**config.mk**
```make
export PLATFORM = sky130hd
export DESIGN_NAME = mem_arbiter_flat
export DESIGN_NICKNAME = d
export VERILOG_FILES = /design/src/rtl/mem_arbiter_if.sv /design/src/rtl/mem_arbiter.sv /design/src/flat_wrapper.sv
export SDC_FILE = /design/constraint.sdc
export NUM_CORES = 1
export LEC_CHECK = 0
export CAP_MARGIN = 25
export CELL_PAD_IN_SITES_DETAIL_PLACEMENT = 0
export CELL_PAD_IN_SITES_GLOBAL_PLACEMENT = 2
export CORE_ASPECT_RATIO = 0.7
export CORE_UTILIZATION = 19
export CTS_BUF_LIST = sky130_fd_sc_hd__clkbuf_4 sky130_fd_sc_hd__clkbuf_8
export CTS_CLUSTER_DIAMETER = 30
export DETAILED_ROUTE_END_ITERATION = 10
export PLACE_DENSITY_LB_ADDON = 0.1
export SYNTH_ARGS = -nofsm -noshare
export SYNTH_HDL_FRONTEND = slang
export SYNTH_SLANG_ARGS = --single-unit
```
**constraint.sdc**
```tcl
create_clock -name clk -period 2.2 [get_ports clk]
set_clock_uncertainty 0.2 [all_clocks]
set_input_delay 0.44 -clock clk [delete_from_list [all_inputs] [get_ports clk]]
set_output_delay 0.44 -clock clk [all_outputs]
set_load 0.02 [all_outputs]
```
**src/rtl/mem_arbiter_if.sv**
```systemverilog
// Shared data-RAM arbitration bus: CPU memory-stage port, audio burst port and RAM port.
interface mem_arbiter_if;
  logic        cpu_req;
  logic        cpu_we;
  logic [31:0] cpu_addr;
  logic [31:0] cpu_wdata;
  logic [31:0] cpu_rdata;
  logic        cpu_ack;
  logic        cpu_stall;

  logic        aud_req;
  logic [31:0] aud_base;
  logic [3:0]  aud_len;
  logic        aud_ack;
  logic [31:0] aud_rdata;
  logic        aud_valid;
  logic        aud_done;
  logic        aud_busy;

  logic        mem_we;
  logic [31:0] mem_addr;
  logic [31:0] mem_wdata;
  logic [31:0] mem_rdata;

  // Arbiter side.
  modport slave (
    input  cpu_req, cpu_we, cpu_addr, cpu_wdata,
    input  aud_req, aud_base, aud_len,
    input  mem_rdata,
    output cpu_rdata, cpu_ack, cpu_stall,
    output aud_ack, aud_rdata, aud_valid, aud_done, aud_busy,
    output mem_we, mem_addr, mem_wdata
  );

  // Requester / RAM side.
  modport master (
    output cpu_req, cpu_we, cpu_addr, cpu_wdata,
    output aud_req, aud_base, aud_len,
    output mem_rdata,
    input  cpu_rdata, cpu_ack, cpu_stall,
    input  aud_ack, aud_rdata, aud_valid, aud_done, aud_busy,
    input  mem_we, mem_addr, mem_wdata
  );
endinterface

```
**src/rtl/mem_arbiter.sv**
```systemverilog
// Shared data-RAM arbiter: CPU has zero-latency access in IDLE; audio bursts take the RAM
// in AUD, with a bounded wait counter so the CPU cannot starve the audio engine.
module mem_arbiter #(
  parameter int unsigned AUD_MAX_WAIT = 4
) (
  input  logic          clk,
  input  logic          rst,
  mem_arbiter_if.slave  bus
);

  localparam logic [3:0] MaxWait = 4'(AUD_MAX_WAIT);

  typedef enum logic {IDLE, AUD} state_t;

  state_t      state, nextState;
  logic [3:0]  waitCnt;
  logic [3:0]  remaining;
  logic [31:0] burstAddr;
  logic [31:0] audRdata;
  logic        audAck, audValid, audDone;
  logic        acceptBurst;
  logic        cpuAck;

  always_ff @(posedge clk or negedge rst) begin
    if (!rst) state <= IDLE;
    else      state <= nextState;
  end

  always_comb begin
    nextState     = state;
    acceptBurst   = 1'b0;
    cpuAck        = 1'b0;
    bus.cpu_rdata = '0;
    bus.mem_we    = 1'b0;
    bus.mem_addr  = '0;
    bus.mem_wdata = '0;
    unique case (state)
      IDLE: begin
        bus.mem_addr  = bus.cpu_addr;
        bus.mem_wdata = bus.cpu_wdata;
        bus.mem_we    = bus.cpu_req & bus.cpu_we;
        cpuAck        = bus.cpu_req;
        bus.cpu_rdata = bus.mem_rdata;
        // The CPU access of the accepting cycle still completes; the burst starts next cycle.
        if (bus.aud_req && (!bus.cpu_req || waitCnt == MaxWait)) begin
          acceptBurst = 1'b1;
          nextState   = AUD;
        end
      end
      AUD: begin
        bus.mem_addr = burstAddr;
        if (remaining <= 4'd1) nextState = IDLE;
      end
      default: nextState = IDLE;
    endcase
  end

  always_ff @(posedge clk or negedge rst) begin
    if (!rst) begin
      waitCnt   <= '0;
      remaining <= '0;
      burstAddr <= '0;
      audRdata  <= '0;
      audAck    <= 1'b0;
      audValid  <= 1'b0;
      audDone   <= 1'b0;
    end else begin
      audAck   <= acceptBurst;
      audValid <= (state == AUD);
      audDone  <= (state == AUD) && (remaining <= 4'd1);
      if (state == AUD) begin
        audRdata  <= bus.mem_rdata;
        burstAddr <= burstAddr + 32'd1;
        remaining <= remaining - 4'd1;
      end else if (acceptBurst) begin
        burstAddr <= bus.aud_base;
        remaining <= (bus.aud_len == 4'd0) ? 4'd1 : bus.aud_len;
        waitCnt   <= '0;
      end else if (bus.aud_req && bus.cpu_req && waitCnt != MaxWait) begin
        waitCnt <= waitCnt + 4'd1;
      end
    end
  end

  assign bus.cpu_ack   = cpuAck;
  assign bus.cpu_stall = bus.cpu_req & ~cpuAck;
  assign bus.aud_ack   = audAck;
  assign bus.aud_rdata = audRdata;
  assign bus.aud_valid = audValid;
  assign bus.aud_done  = audDone;
  assign bus.aud_busy  = (state == AUD);

endmodule
```
**src/flat_wrapper.sv**
```systemverilog
// flat-port wrapper written by rule: the top's interface ports become plain ports
module mem_arbiter_flat 
#(
  parameter int unsigned AUD_MAX_WAIT = 4
)
  (clk, rst, bus_cpu_req, bus_cpu_we, bus_cpu_addr, bus_cpu_wdata, bus_aud_req, bus_aud_base, bus_aud_len, bus_mem_rdata, bus_cpu_rdata, bus_cpu_ack, bus_cpu_stall, bus_aud_ack, bus_aud_rdata, bus_aud_valid, bus_aud_done, bus_aud_busy, bus_mem_we, bus_mem_addr, bus_mem_wdata);
  mem_arbiter_if bus_i ();
  input  logic clk;
  input  logic rst;
  input wire logic [$bits(bus_i.cpu_req)-1:0] bus_cpu_req;
  input wire logic [$bits(bus_i.cpu_we)-1:0] bus_cpu_we;
  input wire logic [$bits(bus_i.cpu_addr)-1:0] bus_cpu_addr;
  input wire logic [$bits(bus_i.cpu_wdata)-1:0] bus_cpu_wdata;
  input wire logic [$bits(bus_i.aud_req)-1:0] bus_aud_req;
  input wire logic [$bits(bus_i.aud_base)-1:0] bus_aud_base;
  input wire logic [$bits(bus_i.aud_len)-1:0] bus_aud_len;
  input wire logic [$bits(bus_i.mem_rdata)-1:0] bus_mem_rdata;
  output wire logic [$bits(bus_i.cpu_rdata)-1:0] bus_cpu_rdata;
  output wire logic [$bits(bus_i.cpu_ack)-1:0] bus_cpu_ack;
  output wire logic [$bits(bus_i.cpu_stall)-1:0] bus_cpu_stall;
  output wire logic [$bits(bus_i.aud_ack)-1:0] bus_aud_ack;
  output wire logic [$bits(bus_i.aud_rdata)-1:0] bus_aud_rdata;
  output wire logic [$bits(bus_i.aud_valid)-1:0] bus_aud_valid;
  output wire logic [$bits(bus_i.aud_done)-1:0] bus_aud_done;
  output wire logic [$bits(bus_i.aud_busy)-1:0] bus_aud_busy;
  output wire logic [$bits(bus_i.mem_we)-1:0] bus_mem_we;
  output wire logic [$bits(bus_i.mem_addr)-1:0] bus_mem_addr;
  output wire logic [$bits(bus_i.mem_wdata)-1:0] bus_mem_wdata;
  assign bus_i.cpu_req = bus_cpu_req;
  assign bus_i.cpu_we = bus_cpu_we;
  assign bus_i.cpu_addr = bus_cpu_addr;
  assign bus_i.cpu_wdata = bus_cpu_wdata;
  assign bus_i.aud_req = bus_aud_req;
  assign bus_i.aud_base = bus_aud_base;
  assign bus_i.aud_len = bus_aud_len;
  assign bus_i.mem_rdata = bus_mem_rdata;
  assign bus_cpu_rdata = bus_i.cpu_rdata;
  assign bus_cpu_ack = bus_i.cpu_ack;
  assign bus_cpu_stall = bus_i.cpu_stall;
  assign bus_aud_ack = bus_i.aud_ack;
  assign bus_aud_rdata = bus_i.aud_rdata;
  assign bus_aud_valid = bus_i.aud_valid;
  assign bus_aud_done = bus_i.aud_done;
  assign bus_aud_busy = bus_i.aud_busy;
  assign bus_mem_we = bus_i.mem_we;
  assign bus_mem_addr = bus_i.mem_addr;
  assign bus_mem_wdata = bus_i.mem_wdata;
  mem_arbiter #(.AUD_MAX_WAIT(AUD_MAX_WAIT)) u_core (.clk(clk), .rst(rst), .bus(bus_i));
endmodule
```
; Word-level counts from Yosys, hierarchy flattened
; Index checks and enable logic that the tools add are counted.
[totals]
regBits = 76
input_bits = 137
output_inout_bits = 135
wordCells = 44
[classes]
n_addsub = 3
order_cmp = 1
n_eq_ne = 2
n_mux = 16
n_bitwise = 4
n_reduce_logical = 10
[ops]
columns = operator, n
row1 = $mux W32, 4
row2 = $pmux W32 S2, 1
row3 = $add A32 B1 Y32 const B, 1
row4 = $mux W4, 5
row5 = $mux W1, 5
row6 = $add A4 B1 Y4 const B, 1
row7 = $eq A4 B3 Y1 const B, 1
row8 = $le A4 B1 Y1 const B, 1
row9 = $logic_and A1 B1 Y1, 4
row10 = $logic_not A4 Y1, 1
row11 = $ne A4 B3 Y1 const B, 1
row12 = $reduce_bool A2 Y1, 2
row13 = $sub A4 B1 Y4 const B, 1
row14 = $and A1 B1 Y1, 2
row15 = $not A1 Y1, 2
row16 = $pmux W1 S2, 1
row17 = $reduce_and A2 Y1, 1
row18 = $logic_not A1 Y1, 1
row19 = $logic_or A1 B1 Y1, 1

; Logic depth before layout (Yosys ltp)
; Gate-level depths: netlist (run 1).
[depth]
word_depth = 7
ltp_mapped = 10
mapped_depth_nobuf = 9

; Worst setup path after synthesis (run 1)
; OpenSTA, ideal clock, no wires.
[synth_path]
kind = flip-flop to output port
start = reg u_core.state, in the netlist u_core.bus.aud_busy
end = out bus_mem_addr[0]
arrival_ns = 1.553
required_ns = 1.560
setup_slack_ns = 0.007
stages_incl_launch_ff = 4
n_path_buf = 2
path_cell_list = dfrtp_1 > clkbuf_1 > buf_1 > mux2_2
[synth_via]
elab_chain_cells = 2
[synth_lines]
columns = item, line
row1 = start: declaration, mem_arbiter.sv:15  ; state_t state, nextState;
row2 = start signal: assignment, mem_arbiter.sv:26  ; else state <= nextState;
row3 = $not A1 Y1 (no source line), n/a
row4 = $pmux W32 S2 (*), mem_arbiter.sv:37  ; unique case (state)
row5 = end: declaration, flat_wrapper.sv:27  ; output wire logic [$bits(bus_i.mem_addr)-1:0] bus_mem_addr;
; Mark *: on every way between the ends. The rest lies on a longest branch, timed or not.

; Final worst setup path (run 1)
[layout_path]
start = reg u_core.state, in the netlist u_core.bus.aud_busy
end = out bus_mem_addr[7]
; The elaborated chain is that of the path after synthesis.

==> flow_summary.json, run 1 <==
{
  "yosysWarningCount": 0,
  "grt_usage_pct": 14.70,
  "vias": 4765,
  "drive_gt1_share_pct": 38.19,
  "final_nets": 954,
  "grt_pass1_wl_mm": 28.25,
  "fin_crit_sh_pct": 103.6,
  "die_x_um": 187.3,
  "clockBufferDepth": 2,
  "setup_viol": 30,
  "cellPowerDensity_nw_per_um2": 1251,
  "coreArea_um2": 23580,
  "violations": "setup timing",
  "worstSetupPathType": "register to output port",
  "syn_area_um2": 4566,
  "rsz0062_at_grt": "true",
  "period_needed_ns": 2.279,
  "drtIter0Drc": 234,
  "gp_congestion": 0.7351,
  "num_io_pins": 272,
  "drv_cap": 0,
  "final_max_slew_viol_count": 0,
  "dp.cells": 1095,
  "synth_nets": 602,
  "slew_headroom_pct": 73.33,
  "setup_ws_ns": -0.07938,
  "grt_overflow": 0,
  "worst_slew_pin_slew_ns": 0.3996,
  "status": "finished with violations",
  "layout_commonest_cell": "clkdlybuf4s50_1",
  "grt_pass1_vias": 4800,
  "worst_ep_arrival_time_ns": 1.64,
  "wl_mm": 19.04,
  "async_reset_ff_share_pct": 100.0,
  "report.power.total_mw": 10.99,
  "layoutNonFillerInstCount": 1135,
  "clkLatencyLatePin_ns": 0.37,
  "gr-usage-met2_pct": 22.78,
  "via_per_inst": 4.198,
  "nFillCells": 2446,
  "final_util_pct": 37.27,
  "routedWlPerCell_um": 16.77,
  "start_util_pct": 19.36,
  "max_freq_mhz": 438.7,
  "min_path_type": "register to register",
  "htreeDepth": 3,
  "place_ws_ns": -0.2307,
  "ys_ff_latch": 76,
  "clock-root-buffer": "clkbuf_8",
  "required_ns": 1.56,
  "hold_viol_final": 0,
  "p_leak_nw": 3.741,
  "grt_max_degree": 34,
  "numPortBuffers": 271,
  "clk_pin_slew_ns": 0.09,
  "cp-end-kind": "output port",
  "ir_drop_mv": 0.5410,
  "r2r_slack_ns": 0.10,
  "synth_edf_count": 0,
  "drt_pass1_iterations": 4,
  "yosysUniqueCellTypes": 41,
  "antenna_found_initial": 0,
  "busiest_layer": "met2",
  "crit_fanout": 8,
  "chipHeight_um": 131.7,
  "drc": 0,
  "start_kind": "register",
  "place_hpwl_mm": 13.99,
  "rows": 47,
  "syn_avg_cell_area_um2": 9.925,
  "netlist_instances": 460,
  "cts_tree": "built",
  "mostFrequentLayoutCells": "clkdlybuf4s50_1 (170), buf_4 (119), dfrtp_1 (74)",
  "numCtsBuffers": 9,
  "seq_area_frac_synth_pct": 41.66,
  "ant_nets": 0,
  "cts_sinks": 76,
  "fp.dieArea_um2": 24660,
  "synth-main-ff-cell": "dfrtp_1",
  "area_growth_pct": 92.49,
  "antenna_cells": 0,
  "grt_util_met3_pct": 3.446,
  "grt.met1_usage_pct": 20.73
}
==> synthesized netlist by cell type (6+ instances only) <==
cell	instances	area [um^2]
nor2b_1	79	494.2
dfrtp_1	76	1902
mux2_2	62	698.2
o21ai_0	24	120.1
clkbuf_1	23	86.33
nand2_1	22	82.58
a21oi_1	21	105.1
nand3_1	16	80.08
a211oi_1	15	112.6
xor2_1	13	113.9
nand4_1	12	75.07
xnor2_1	12	105.1
and3_1	10	62.56
nor2_1	10	37.54
inv_1	9	33.78
a22oi_1	6	45.04
==> where the power goes <==
part	internal [mW]	total (mW)	switching, mW	leakage, nW
Clock	0.878	1.48	0.605	0.132
Combinational	3.60	6.99	3.39	2.72
Sequential	1.98	2.52	0.541	0.893
Total	6.46	11.0	4.54	3.74
==> worst max-delay path, cell delays in order, from the launching register on <==
cell and delay, ns:
dfrtp_4 0.52, clkbuf_16 0.19, clkbuf_16 0.16, mux2_2 0.28, buf_6 0.13
==> layer usage <==
| metal | share of wire, % | up-vias |
|---|---|---|
| li1 | - | 2323 |
| met1 | 50 | 2291 |
| met2 | 44 | 143 |
| met3 | 5.1 | 8 |
| met4 | 0.69 | 0 |
| met5 | 0 | - |
==> flip-flops by register name (all words and copies together) (netlist names) <==
name                  count
u_core.bus.aud_valid      1
u_core.waitCnt            4
u_core.bus.aud_rdata     32
u_core.bus.aud_ack        1
u_core.bus.aud_done       1
u_core.bus.aud_busy       1
u_core.burstAddr         32
u_core.remaining          4
==> metrics by stage <==
stage	hold slack [ns]	area (um^2)	setup TNS [ns]
5_1_grt	0.3065	8788	-3.534
2_1_floorplan	-0.05559	4566	0
6_report	0.2913	8788	-1.638
4_1_cts	0.2842	8378	-3.338
3_3_place_gp	0.1861	8229	-11.61
3_5_place_dp	0.1910	8229	-11.52
==> path summary, 6_finish.rpt <==
kind,startpoint,endpoint,cells after the start
max,u_core.bus.aud_busy,bus_mem_addr[7],4
min,u_core.waitCnt[3],u_core.waitCnt[3],1
max reg2reg,u_core.burstAddr[12],u_core.burstAddr[30],6
min reg2reg,u_core.waitCnt[3],u_core.waitCnt[3],1
max in group asynchronous,rst,u_core.bus.aud_busy,3
min in group asynchronous,rst,u_core.burstAddr[27],2
==> cell type report <==
cell class              count  area (um^2)  share of cell area [%]
multi-input cells         346         2646                   30.11
flip-flops and latches     76         1907                   21.70
clock inverters             7        147.6                   1.680
clock buffers               9        123.9                   1.409
repair buffers            370         3532                   40.19
well taps                 318        397.9                   4.527
inverters                   9        33.78                  0.3844
==> kinds of logic after synthesis <==
family,synth area share [%]
XOR/XNOR,4.796
buffers and inverters,3.151
AO/OA/AOI/OAI,9.839
flip-flops,41.66
multiplexers,16.39
AND/OR/NAND/NOR,22.80
adder cells (fa/ha/maj),1.370
==> timing repair <==
action                                 CTS  global route
resized for setup                      366           179
hold buffers                             1             0
pin swaps                                1             8
cloned                                   1             8
buffers inserted                         1            14
endpoints found under the hold margin   21             0
setup endpoints to repair              101            90
(Power assumes the default switching activity.)
==> inputs of run 2 (changes only) <==
--- a/config.mk
+++ b/config.mk
@@ -5,14 +5,16 @@
 export SDC_FILE = /design/constraint.sdc
 export NUM_CORES = 1
 export LEC_CHECK = 0
+export ABC_AREA = 1
 export CAP_MARGIN = 25
 export CELL_PAD_IN_SITES_DETAIL_PLACEMENT = 0
 export CELL_PAD_IN_SITES_GLOBAL_PLACEMENT = 2
 export CORE_ASPECT_RATIO = 0.7
-export CORE_UTILIZATION = 19
+export CORE_UTILIZATION = 18
 export CTS_BUF_LIST = sky130_fd_sc_hd__clkbuf_4 sky130_fd_sc_hd__clkbuf_8
 export CTS_CLUSTER_DIAMETER = 30
 export DETAILED_ROUTE_END_ITERATION = 10
+export MAX_ROUTING_LAYER = met4
 export PLACE_DENSITY_LB_ADDON = 0.1
 export SYNTH_ARGS = -nofsm -noshare
 export SYNTH_HDL_FRONTEND = slang
==> flow_summary.json, run 2 <==
{
  "cp-end-kind": "output port",
  "fin_crit_sh_pct": 98.54,
  "start_util_pct": 18.54,
  "clk_pin_slew_ns": 0.09,
  "intPower_mw": 6.043,
  "place_hpwl_mm": 17.18,
  "yosysWarningCount": 0,
  "drv_cap": 0,
  "mostFrequentLayoutCells": "nand2_1 (238), clkdlybuf4s50_1 (170), buf_4 (124)",
  "syn_area_um2": 5010,
  "synth-main-ff-cell": "dfrtp_1",
  "slowest_stage": "dfrtp_4",
  "synth_top_area_cell": "dfrtp_1",
  "ir_drop_mv": 0.4262,
  "crit_fanout": 14,
  "drc": 0,
  "clockPowerShare_pct": 13.3,
  "gp_congestion": 0.7792,
  "cts_tree": "built",
  "worstSetupPathType": "register to output port",
  "drt_pass1_iterations": 4,
  "grt_usage_pct": 15.77,
  "syn_avg_cell_area_um2": 6.540,
  "clock-root-buffer": "clkbuf_8",
  "synth_top_area_share_pct": 37.96,
  "synth_area_leaders": "dfrtp_1 (38%), nand2_1 (18%), nor2_1 (8.3%), inv_1 (8.2%), o21ai_0 (6.7%)",
  "crit_path_max_incr_delay_ns": 0.54,
  "via_per_inst": 3.893,
  "area_growth_pct": 80.82,
  "dp.cells": 1437,
  "synth_most_common_cell": "nand2_1",
  "switching_power_mw": 5.176,
  "num_io_pins": 272,
  "seq_area_frac_synth_pct": 37.96,
  "grt_overflow": 0,
  "hold_viol_final": 0,
  "routedWlPerCell_um": 14.79,
  "seqPwrFrac_pct": 23.3,
  "slew_headroom_pct": 72.91,
  "antenna_cells": 0,
  "vias": 5687,
  "start_kind": "register",
  "synth_edf_count": 0,
  "min_path_type": "input pin to asynchronous set/reset pin",
  "layoutNonFillerInstCount": 1461,
  "async_reset_ff_share_pct": 100.0,
  "hold_ws_ns": 0.2868,
  "cts_sinks": 76,
  "status": "complete, no violations",
  "clockBufferDepth": 2,
  "crit_path_cell_trace": "buf_12 > buf_12 > nor2_1 > buf_4",
  "antenna_found_initial": 0,
  "clkLatencyLatePin_ns": 0.38,
  "period_needed_ns": 2.168,
  "p_comb_share_pct": 63.4,
  "swShare_pct": 46.14,
  "p_leak_nw": 4.325,
  "layout_commonest_cell": "nand2_1",
  "rsz0062_at_grt": "true",
  "place_area_um2": 8691,
  "htreeDepth": 3,
  "netlist_instances": 766,
  "final_nets": 1234,
  "drive_gt1_share_pct": 25.43,
  "setup_viol": 0,
  "drtIter0Drc": 224,
  "die_x_um": 201.4,
  "nFillCells": 3010,
  "synth_nets": 908,
  "grt_pass1_wl_mm": 33.14,
  "grt_max_degree": 32,
  "rows": 50,
  "wl_mm": 21.61,
  "worst_slew_pin_slew_ns": 0.4029,
  "worst_ep_arrival_time_ns": 1.53,
  "required_ns": 1.56,
  "coreArea_um2": 27030,
  "crit_top_cell": "buf_12",
  "ys_ff_latch": 76,
  "final_max_slew_viol_count": 0,
  "final_area_um2": 9059,
  "numPortBuffers": 271,
  "max_freq_mhz": 461.3,
  "cellPowerDensity_nw_per_um2": 1239,
  "yosysUniqueCellTypes": 36,
  "fp.dieArea_um2": 28510,
  "chipHeight_um": 141.6,
  "yosys-top-cells-count": "nand2_1 (246), nor2_1 (111), inv_1 (109)",
  "grt_pass1_vias": 5685,
  "numCtsBuffers": 9,
  "ant_nets": 0
}
-- run 2: layer usage --
| metal | track usage (%) | vias up | share of wire [%] |
|---|---|---|---|
| met5 | - | - | 0 |
| met4 | 3.230 | 0 | 0.82 |
| met3 | 3.973 | 8 | 5.7 |
| met2 | 22.38 | 158 | 42 |
| met1 | 22.34 | 2526 | 52 |
| li1 | - | 2995 | - |
-- run 2: kinds of logic (layout without fill, tap and decap cells) --
| group | Yosys count | after routing | synth area share (%) |
|---|---|---|---|
| simple gates | 435 | 435 | 36.71 |
| xor+xnor | 7 | 7 | 1.224 |
| flops | 76 | 76 | 37.96 |
| fa+ha+maj | 5 | 5 | 1.249 |
| compound gates | 96 | 96 | 10.79 |
| buf+inv | 147 | 478 | 12.06 |
-- run 2: final timing paths --
| check | start | endpoint | slack, ns | cells past startpoint |
|---|---|---|---|---|
| max in group asynchronous | rst | u_core.burstAddr[19] | 0.98 | 3 |
| min in group clk | u_core.bus.aud_rdata[29] | u_core.bus.aud_rdata[29] | 0.29 | 2 |
| max reg2reg | u_core.burstAddr[1] | u_core.burstAddr[26] | 0.26 | 10 |
| min reg2reg | u_core.bus.aud_rdata[29] | u_core.bus.aud_rdata[29] | 0.29 | 2 |
| min | rst | u_core.bus.aud_rdata[25] | 0.29 | 2 |
| max | u_core.bus.aud_busy | bus_cpu_rdata[1] | 0.03 | 4 |
-- run 2: power groups by stage --
stage	Combinational, mW	Clock [mW]	Sequential (mW)
global route	7.80	1.61	2.72
floorplan	3.15	0	2.82
global placement	7.00	0	2.62
CTS	6.63	1.58	2.61
finish	7.11	1.50	2.61
detailed placement	6.95	0	2.62
-- run 2: worst max-delay path: cells and delay by family (launching register included) --
family,cells,cell delay [ns]
flops,1,0.54
buf+inv,3,0.49
simple gates,1,0.10
-- run 2: final cells by class --
type | instances | area [um^2] | share of cell area [%]
clock buffers | 9 | 123.9 | 1.367
flip-flops and latches | 76 | 1906 | 21.04
clock inverters | 7 | 146.4 | 1.616
multi-input cells | 543 | 2705 | 29.86
repair buffers | 348 | 3277 | 36.17
well taps | 364 | 455.4 | 5.028
inverters | 114 | 445.4 | 4.917
-- run 2: metrics by stage --
| step | power [mW] | util, % | setup TNS [ns] | setup WS [ns] |
|---|---|---|---|---|
| floorplan | 5.969 | - | 0 | 0.08784 |
| global placement | 9.616 | 32.16 | -7.448 | -0.1472 |
| detailed placement | 9.573 | 32.16 | -7.017 | -0.1405 |
| CTS | 10.82 | 32.00 | -0.1850 | -0.02129 |
| global route | 12.13 | 33.52 | -1.827 | -0.05881 |
| finish | 11.22 | 33.52 | 0 | 0.03203 |
-- run 2: what timing repair did --
item                                    CTS  global route
gates resized for setup                 470           144
gates cloned                              1             1
setup buffers                             4             2
hold buffers                              1             0
endpoints found under the setup margin  100            93
pin swaps                                 0             1
hold endpoints to repair                 17             0
==> inputs of run 3 (changes only) <==
--- a/config.mk
+++ b/config.mk
@@ -9,7 +9,7 @@
 export CAP_MARGIN = 25
 export CELL_PAD_IN_SITES_DETAIL_PLACEMENT = 0
 export CELL_PAD_IN_SITES_GLOBAL_PLACEMENT = 2
-export CORE_ASPECT_RATIO = 0.7
+export CORE_ASPECT_RATIO = 0.8
 export CORE_UTILIZATION = 18
 export CTS_BUF_LIST = sky130_fd_sc_hd__clkbuf_4 sky130_fd_sc_hd__clkbuf_8
 export CTS_CLUSTER_DIAMETER = 30
==> flow_summary.json, run 3 (synthesized netlist as in run 2, its figures left out) <==
{
  "drive_gt1_share_pct": 21.65,
  "clock-root-buffer": "clkbuf_8",
  "setup_viol": 0,
  "layout_commonest_cell": "nand2_1",
  "swShare_pct": 48.24,
  "area_growth_pct": 72.53,
  "clkLatencyLatePin_ns": 0.38,
  "cp-end-kind": "output port",
  "crit_top_cell": "buf_4",
  "p_leak_nw": 4.230,
  "routedWlPerCell_um": 15.03,
  "via_per_inst": 3.975,
  "final_nets": 1227,
  "vias": 5783,
  "cellPowerDensity_nw_per_um2": 1215,
  "antenna_found_initial": 1,
  "grt_overflow": 0,
  "setup_ws_ns": 0.01295,
  "drt_pass1_iterations": 5,
  "path_buf_inv": 3,
  "hold_viol_final": 0,
  "max_freq_mhz": 457.2,
  "die_x_um": 188.5,
  "layoutNonFillerInstCount": 1455,
  "seqPwrFrac_pct": 24.6,
  "required_ns": 1.56,
  "grt_pass1_wl_mm": 32.80,
  "worst_slew_pin_slew_ns": 0.4642,
  "fin_crit_sh_pct": 99.41,
  "drc": 0,
  "slew_headroom_pct": 69.05,
  "intPower_mw": 5.434,
  "dp.cells": 1430,
  "slowest_stage": "dfrtp_4",
  "clk_pin_slew_ns": 0.10,
  "p_comb_share_pct": 64.3,
  "numPortBuffers": 271,
  "chipHeight_um": 151.2,
  "crit_path_cell_trace": "buf_4 > buf_16 > nor2_1 > buf_4",
  "fp.dieArea_um2": 28510,
  "hold_ws_ns": 0.2748,
  "min_path_type": "register to register",
  "drtIter0Drc": 218,
  "clockPowerShare_pct": 11.0,
  "status": "complete, no violations",
  "switching_power_mw": 5.066,
  "start_util_pct": 18.35,
  "place_ws_ns": -0.1549,
  "cts_sinks": 76,
  "gp_congestion": 0.7667,
  "place_hpwl_mm": 16.51,
  "worstSetupPathType": "register to output port",
  "grt_max_degree": 37,
  "rsz0062_at_grt": "true",
  "grt_pass1_vias": 5706,
  "htreeDepth": 3,
  "crit_path_max_incr_delay_ns": 0.56,
  "num_io_pins": 272,
  "ir_drop_mv": 0.3846,
  "coreArea_um2": 27300,
  "final_max_slew_viol_count": 0,
  "worst_ep_arrival_time_ns": 1.55,
  "start_kind": "register",
  "drv_cap": 0,
  "clockBufferDepth": 2,
  "crit_fanout": 15,
  "numCtsBuffers": 9,
  "mostFrequentLayoutCells": "nand2_1 (245), clkdlybuf4s50_1 (170), inv_1 (109), nor2_1 (109), buf_4 (90)",
  "wl_mm": 21.86,
  "grt_usage_pct": 15.84,
  "period_needed_ns": 2.187,
  "rows": 54,
  "crit_family": "flip-flops",
  "cts_tree": "built",
  "ant_nets": 0
}
## run 3: cell types whose count changed in the layout (fill, tap and decap cells not counted), sizes merged
cell / delta
bufinv: -3
dlygate4sd2: +1
diode: +1
bufbuf: +1
clkinvlp: +2
clkbuf: +2
buf: -10
## run 3: area by class of cell
cell class / instances / area, um^2
well taps: 364 / 455.4
diodes: 1 / 2.502
inverters: 114 / 445.4
multi-input cells: 543 / 2550
clock buffers: 10 / 131.4
flip-flops and latches: 76 / 1906
clock inverters: 6 / 71.32
fillers: 3069 / 18650
repair buffers: 341 / 3082
## run 3: per-stage QoR
stage          power [mW]  cell area (um^2)  setup TNS (ns)  utilization, %
2_1_floorplan       5.969              5010               0               -
3_3_place_gp        9.353              8576          -7.524           31.42
3_5_place_dp        9.300              8576          -7.406           31.42
4_1_cts             10.38              8688          -1.142           31.83
5_1_grt             11.37              8643          -1.287           31.66
6_report            10.50              8643               0           31.66
## run 3: metal layers
layer  share of wire, %  vias to the layer above  track usage (%)
met5                  0                        -                -
met4               0.56                        0            2.298
met3                6.4                        7            4.263
met2                 45                      177            24.94
met1                 48                     2596            20.66
li1                   -                     3003                -
## run 3: what timing repair did
action | CTS | global route
hold buffers | 1 | 0
endpoints found under the setup margin | 100 | 78
setup buffers | 1 | 3
pin swaps | 0 | 2
hold endpoints to repair | 24 | 0
cloned | 3 | 1
resized for setup | 406 | 107
## run 3: power by group through the flow
stage,combinational (mW),clock [mW],sequential [mW]
2_1_floorplan,3.15,0,2.82
3_3_place_gp,6.76,0,2.59
3_5_place_dp,6.71,0,2.59
4_1_cts,6.58,1.22,2.58
5_1_grt,7.42,1.27,2.68
6_report,6.76,1.16,2.58
## run 3: worst paths after layout
check | start | endpoint | slack, ns | cells after the start
min in group asynchronous | rst | u_core.burstAddr[2] | 0.35 | 2
max in group asynchronous | rst | u_core.burstAddr[25] | 0.87 | 3
worst max-delay path | u_core.bus.aud_busy | bus_mem_we | 0.01 | 4
worst max register to register | u_core.bus.aud_busy | u_core.burstAddr[17] | 0.16 | 11
worst min-delay path | u_core.remaining[3] | u_core.bus.aud_done | 0.27 | 1
worst min register to register | u_core.remaining[3] | u_core.bus.aud_done | 0.27 | 1
